===== src/rtl/omsp_dbg_cmd_seq.sv =====
// Debug command sequencer: turns UART byte frames into debug register bus accesses
// and streams read data back to the UART transmitter, including memory burst data phases.
module omsp_dbg_cmd_seq #(
  parameter logic [7:0]  SYNC_CHAR     = 8'h80,
  parameter logic [5:0]  MEM_DATA_ADDR = 6'h06,
  parameter logic [15:0] RX_TIMEOUT    = 16'hFFFF
) (
  input  logic        dbg_clk,
  input  logic        dbg_rst,
  input  logic        rx_valid,
  input  logic [7:0]  rx_data,
  input  logic        rx_err,
  input  logic        tx_ready,
  output logic        tx_valid,
  output logic [7:0]  tx_data,
  output logic [5:0]  dbg_addr,
  output logic [15:0] dbg_din,
  output logic        dbg_wr,
  output logic        dbg_rd,
  output logic        dbg_bw,
  input  logic [15:0] dbg_dout,
  input  logic        mem_burst,
  input  logic        mem_burst_rd,
  output logic        synced
);

  localparam int unsigned CNT_W = 16;

  typedef enum logic [3:0] {
    S_SYNC, S_CMD, S_RX_LO, S_RX_HI, S_WR, S_RD, S_TX_LO, S_TX_HI, S_BURST_CHK
  } state_e;

  state_e state_q, state_d;

  logic             synced_q, synced_d;
  logic             tx_valid_q, tx_valid_d;
  logic [7:0]       tx_data_q, tx_data_d;
  logic [5:0]       addr_q, addr_d;
  logic [15:0]      din_q, din_d;
  logic             wr_q, wr_d;
  logic             rd_q, rd_d;
  logic             bw_q, bw_d;
  logic [7:0]       rdata_hi_q, rdata_hi_d;
  logic [CNT_W-1:0] tmo_cnt_q, tmo_cnt_d;

  logic tx_acc;
  logic tmo_run;
  logic tmo_hit;

  assign tx_acc  = tx_valid_q & tx_ready;
  // Idle timer only runs while waiting for bytes that complete a frame.
  assign tmo_run = (state_q == S_RX_LO) || (state_q == S_RX_HI) ||
                   ((state_q == S_CMD) && mem_burst);
  assign tmo_hit = tmo_run && !rx_valid && (RX_TIMEOUT != CNT_W'(0)) &&
                   (tmo_cnt_q == RX_TIMEOUT);

  always_ff @(posedge dbg_clk or posedge dbg_rst) begin
    if (dbg_rst) state_q <= S_SYNC;
    else         state_q <= state_d;
  end

  always_comb begin
    state_d = state_q;
    if (rx_err) begin
      state_d = S_SYNC;
    end else begin
      case (state_q)
        S_SYNC:      if (rx_valid && (rx_data == SYNC_CHAR)) state_d = S_CMD;
        S_CMD:       if (rx_valid) state_d = rx_data[7] ? S_RX_LO : S_RD;
        S_RX_LO: begin
          if (rx_valid)     state_d = bw_q ? S_WR : S_RX_HI;
          else if (tmo_hit) state_d = S_CMD;
        end
        S_RX_HI: begin
          if (rx_valid)     state_d = S_WR;
          else if (tmo_hit) state_d = S_CMD;
        end
        S_WR:        state_d = S_BURST_CHK;
        S_RD:        state_d = S_TX_LO;
        S_TX_LO:     if (tx_acc) state_d = bw_q ? S_BURST_CHK : S_TX_HI;
        S_TX_HI:     if (tx_acc) state_d = S_BURST_CHK;
        S_BURST_CHK: begin
          if (!mem_burst)       state_d = S_CMD;
          else if (mem_burst_rd) state_d = S_RD;
          else                   state_d = S_RX_LO;
        end
        default:     state_d = S_SYNC;
      endcase
    end
  end

  // Strobes and tx_valid are registered so they line up with the state they belong to.
  always_comb begin
    synced_d   = synced_q;
    tx_valid_d = (state_d == S_TX_LO) || (state_d == S_TX_HI);
    tx_data_d  = tx_data_q;
    addr_d     = addr_q;
    bw_d       = bw_q;
    din_d      = din_q;
    wr_d       = (state_d == S_WR);
    rd_d       = (state_d == S_RD);
    rdata_hi_d = rdata_hi_q;
    tmo_cnt_d  = tmo_cnt_q;

    if (!tmo_run || rx_valid)        tmo_cnt_d = '0;
    else if (tmo_cnt_q != '1)        tmo_cnt_d = tmo_cnt_q + CNT_W'(1);

    if (rx_err) begin
      synced_d = 1'b0;
    end else begin
      case (state_q)
        S_SYNC:  if (state_d == S_CMD) synced_d = 1'b1;
        S_CMD: begin
          if (rx_valid) begin
            addr_d = rx_data[5:0];
            bw_d   = rx_data[6];
          end
        end
        S_RX_LO: if (rx_valid) din_d = {8'h00, rx_data};
        S_RX_HI: if (rx_valid) din_d[15:8] = rx_data;
        S_RD: begin
          tx_data_d  = dbg_dout[7:0];
          rdata_hi_d = dbg_dout[15:8];
        end
        S_TX_LO: if (tx_acc && !bw_q) tx_data_d = rdata_hi_q;
        S_BURST_CHK: if (mem_burst) addr_d = MEM_DATA_ADDR;
        default: ;
      endcase
    end
  end

  always_ff @(posedge dbg_clk or posedge dbg_rst) begin
    if (dbg_rst) begin
      synced_q   <= 1'b0;
      tx_valid_q <= 1'b0;
      tx_data_q  <= '0;
      addr_q     <= '0;
      bw_q       <= 1'b0;
      din_q      <= '0;
      wr_q       <= 1'b0;
      rd_q       <= 1'b0;
      rdata_hi_q <= '0;
      tmo_cnt_q  <= '0;
    end else begin
      synced_q   <= synced_d;
      tx_valid_q <= tx_valid_d;
      tx_data_q  <= tx_data_d;
      addr_q     <= addr_d;
      bw_q       <= bw_d;
      din_q      <= din_d;
      wr_q       <= wr_d;
      rd_q       <= rd_d;
      rdata_hi_q <= rdata_hi_d;
      tmo_cnt_q  <= tmo_cnt_d;
    end
  end

  assign synced   = synced_q;
  assign tx_valid = tx_valid_q;
  assign tx_data  = tx_data_q;
  assign dbg_addr = addr_q;
  assign dbg_bw   = bw_q;
  assign dbg_din  = din_q;
  assign dbg_wr   = wr_q;
  assign dbg_rd   = rd_q;

endmodule


===== config.mk =====
export PLATFORM = sky130hd
export DESIGN_NAME = omsp_dbg_cmd_seq
export DESIGN_NICKNAME = d
export VERILOG_FILES = /design/src/rtl/omsp_dbg_cmd_seq.sv
export SDC_FILE = /design/constraint.sdc
export NUM_CORES = 1
export LEC_CHECK = 0
export ABC_CLOCK_PERIOD_IN_PS = 3390
export CAP_MARGIN = 15
export CORE_MARGIN = 2
export CORE_UTILIZATION = 50
export DETAILED_ROUTE_END_ITERATION = 8
export PLACE_DENSITY = 0.83
export SKIP_LAST_GASP = 1
export SLEW_MARGIN = 20
export SYNTH_ARGS = -nofsm -noshare
export SYNTH_HDL_FRONTEND = slang
export SYNTH_SLANG_ARGS = --single-unit

===== constraint.sdc =====
create_clock -name dbg_clk -period 3.39 [get_ports dbg_clk]
set_input_delay 1.017 -clock dbg_clk [delete_from_list [all_inputs] [get_ports dbg_clk]]
set_output_delay 1.017 -clock dbg_clk [all_outputs]
set_load 0.01 [all_outputs]

# Word level (Yosys, flattened, before mapping)
# Index checks and enable logic that the tools add are counted.
[classes] eq_ne=21 reduce_logical=26 add_sub_neg=1 mux=27 n_bitwise=2
[op_table] op="$mux 16" count=3
[op_table] op="$mux 4" count=9
[op_table] op="$pmux 4 s9" count=1
[op_table] op="$eq 4x3->1 const B" count=8
[op_table] op="$pmux 8 s2" count=2
[op_table] op="$add 16x1->16 const B" count=1
[op_table] op="$eq 16x16->1 const B" count=1
[op_table] op="$mux 8" count=2
[op_table] op="$ne 16x16->1 const B" count=1
[op_table] op="$mux 3" count=4
[op_table] op="$mux 6" count=2
[op_table] op="$pmux 6 s2" count=1
[op_table] op="$reduce_bool 2->1" count=6
[op_table] op="$ne 2x2->1 const B" count=5
[op_table] op="$reduce_and 3->1" count=3
[op_table] op="$eq 4x1->1 const B" count=2
[op_table] op="$eq 4x2->1 const B" count=2
[op_table] op="$eq 8x8->1 const B" count=1
[op_table] op="$reduce_and 4->1" count=2
[op_table] op="$logic_and 1x1->1" count=5
[op_table] op="$eq 4x4->1 const B" count=1
[op_table] op="$logic_not 4->1" count=1
[op_table] op="$logic_or 1x1->1" count=4
[op_table] op="$reduce_and 2->1" count=2
[op_table] op="4 further kinds" count=8
[totals] inputBits=31 reg_bits=63

# Logic depth before layout (Yosys ltp)
[depth] depth_word=13 depth_mapped=7 ltp_nobuf=6

# Worst setup path after synthesis
# OpenSTA, ideal clock, no wires.
[synth_path] path_kind="input -> register" start="input rx_data[6]" end="register wr_q, in the netlist dbg_wr" setup_ns=0.131 t_required_ns=3.259 n_path_buf=0 cell_stages=5 arrival_time_ns=2.115 setup_slack_ns=1.144 cell_sequence="or4_4 -> nor4_4 -> o21ai_1 -> o2111a_2 -> nor3b_1"
[synth_between] elab_chain_cells=6
[synth_rtl] element="start, declared" line_no="11" source="input logic [7:0] rx_data,"
[synth_rtl] element="$eq 8x8->1" line_no="68" source="S_SYNC: if (rx_valid && (rx_data == SYNC_CHAR)) state_d = S_CMD;"
[synth_rtl] element="$logic_and 1x1->1" line_no="68"
[synth_rtl] element="$mux 4" line_no="68"
[synth_rtl] element="$pmux 4 s9" line_no="67" source="case (state_q)"
[synth_rtl] element="$mux 4" line_no="64" source="if (rx_err) begin"
[synth_rtl] element="$eq 4x3->1" line_no="100" source="wr_d = (state_d == S_WR);"
[synth_rtl] element="via wr_d" line_no="40" source="logic wr_q, wr_d;"
[synth_rtl] element="end signal, assigned" line_no="151" source="wr_q <= wr_d;"
[synth_rtl] element="end, declared" line_no="40"
# The timed path passes the listed nets, and every way through them passes these cells.
# A chain may end at the register's enable or synchronous reset.

# Final worst setup path
# Ends and elaborated chain as after synthesis.

==> flow_summary.toml <==
[global_routing]
grt_max_degree = 25
gr-total-overflow = 0
grt_pass1_wl_mm = 11.6
grt_usage_pct = 22.8
grt_pass1_vias = 2375
antenna_found_initial = 0

[worst_hold_path]
hold_class = "flip-flop to flip-flop"
hold_start = "dbg_din[10]"

[critical_path]
crit_type = "input port to flip-flop"
arrival_ns = 2.73
worstSetupStartpoint = "rx_data[6]"
critPathRequiredTime_ns = 3.60
end_kind = "flip-flop"
worst_r2r_startpoint = "state_q[0]"
start_kind = "input port"
path_max_fanout = 4

[timing]
rsz0062_at_grt = "false"
fin_worst_skew_ns = 0.00656
hold_viol = 0
worst_pin_slew_ns = 0.944
setup_viol = 0
slew_violations = 0
relSlewSlack_pct = 36.6
setup_tns_ns = 0
max_freq_mhz = 397
finalCriticalPeriod_ns = 2.52
min_period_over_period_pct = 74.3

[finish]
fillers = 474
nNetsFinal = 395
syn2layout_area_growth_pct = 29.8
final_util_pct = 67.5
finalInstanceArea_um2 = 4000
drive_gt1_share_pct = 12.5
antennaDiodeCount = 0

[place]
place_congestion = 0.879
placed_area_um2 = 3770
dpl.hpwl_mm = 4.88
io_buffers = 65

[route]
drt_iter0_markers = 157
first_pass_iters = 5
antenna_left = 0
routedWlPerCell_um = 15.6
vias_per_cell = 5.53
drt_wl_total_mm = 6.90
drc_errors = 0
vias = 2450

[clock_tree]
clock-sinks = 63
cts-buffers-inserted = 9
ctsResizeCount = 0
postCtsHoldBufs = 0
post_cts_buffers = 0
root_buffer = "clkbuf_8"
insertion_delay_ns = 0.34
cts.clk_slew.worst_paths_ns = 0.07
cts_tree = "yes"
cts_max_level = 3
clock_path_buffers = 2

[logic_synthesis]
avgSynthCellArea_um2 = 10.5
synth_area_leaders = "dfrtp_1 51%, nand2_1 4.8%, nor2_1 3.7%, mux2_2 3.3%, mux2i_1 2.9%"
async_reset_ff_share_pct = 100
synth-edff-count = 0
ys_ff_latch = 63
synth-seq-area-share_pct = 51.2
yosysMostFrequentCell = "dfrtp_1"
synth_cell_types = 56
syn_nets = 326
syn_inst = 294
synth-main-ff-cell = "dfrtp_1"
synth.top_cell.area_share_pct = 51.2
synth_top_area_cell = "dfrtp_1"
yosys_warnings = 0
syn_area_um2 = 3080
synth_common_cells = "63 x dfrtp_1, 39 x nand2_1, 30 x nor2_1"

[floorplan]
std_cell_rows = 28
die-area_um2 = 6800
initial_core_util_pct = 52.0
dieHeight_um = 82.5
die_x_um = 82.5
core_region_area_um2 = 5920
ios = 66

[pwr]
power_density_nw_per_um2 = 400
leakagePower_nw = 1.66
fin_total_pwr_mw = 1.60
ir_drop_mv = 0.286

[job]
maxCapViolCount = 0

[run_status]
outcome = "completed"
[final timing paths]
kind,endpoint,slack (ns),cells past startpoint
max,dbg_wr,0.87,6
max in group asynchronous,rdata_hi_q[7],1.76,3
max reg2reg,tx_data[1],1.02,4
min in group asynchronous,dbg_din[13],0.98,2
min reg2reg,dbg_din[10],0.49,2
min,dbg_din[10],0.49,2
[cell type report]
| class | instances | area [µm²] | share of cell area, % |
|---|---|---|---|
| Clock buffer | 13 | 159 | 3.97 |
| Clock inverter | 3 | 65.1 | 1.63 |
| Inverter | 6 | 22.5 | 0.563 |
| Multi-Input combinational cell | 214 | 1400 | 35.0 |
| Sequential cell | 63 | 1580 | 39.4 |
| Tap cell | 75 | 93.8 | 2.35 |
| Timing Repair Buffer | 69 | 681 | 17.0 |
[logic make-up (layout without fill, tap and decap cells)]
family,Yosys count,count (layout),synth area share (%)
AO/OA/AOI/OAI,53,53,10.2
buffers and inverters,17,91,3.33
adder cells (fa/ha/maj),1,1,0.406
AND/OR/NAND/NOR,122,122,22.3
flip-flops,63,63,51.2
multiplexers,26,26,9.14
XOR/XNOR,12,12,3.41
[metrics by stage]
step | setup slack [ns] | instances | hold WS (ns)
after CTS | 0.887 | 443 | 0.486
after detailed placement | 0.541 | 427 | 0.470
after global placement | 0.564 | 427 | 0.464
after global routing | 0.756 | 443 | 0.512
after floorplan | 0.803 | 294 | 0.479
final | 0.870 | 443 | 0.485
[cells in the final DEF (no fill, tap or decap), drive strengths merged, types with 3 or more instances in the layout]
cell | netlist | layout
a21oi | 14 | 14
a31oi | 4 | 4
and4 | 3 | 3
buf | 10 | 4
clkbuf | 1 | 13
clkdlybuf4s50 | 0 | 65
dfrtp | 63 | 63
inv | 6 | 6
mux2 | 17 | 17
mux2i | 9 | 9
nand2 | 39 | 39
nand2b | 3 | 3
nand3 | 10 | 10
nand4 | 6 | 6
nor2 | 34 | 34
nor3 | 8 | 8
o21ai | 24 | 24
or3 | 3 | 3
xnor2 | 10 | 10
[worst max-delay path: stages]
cell and delay [ns]:
clkdlybuf4s50_1 0.48, or4_4 0.58, nor4_4 0.24, o21ai_1 0.10, o2111a_2 0.17, nor3b_1 0.15
[report_power, final]
part           internal (mW)  switching (mW)
clock                  0.454           0.281
sequential             0.760         0.00627
combinational         0.0557          0.0447
[per-layer routing]
layer  GRT usage, %  vias to the layer above  part of all wire [%]
li1               -                     1177                     -
met1           30.5                     1198                    45
met2           36.0                       63                    48
met3           6.09                       12                   4.7
met4           7.87                        0                   1.4
met5              0                        -                     0
[sequential cells by signal, indices dropped and copies added, names as in the netlist]
signal / flops
dbg_din: 16
tmo_cnt_q: 16
rdata_hi_q: 8
tx_data: 8
dbg_addr: 6
state_q: 4
dbg_bw: 1
dbg_rd: 1
dbg_wr: 1
synced: 1
tx_valid: 1
No activity file was read; power rests on OpenSTA's default activity.
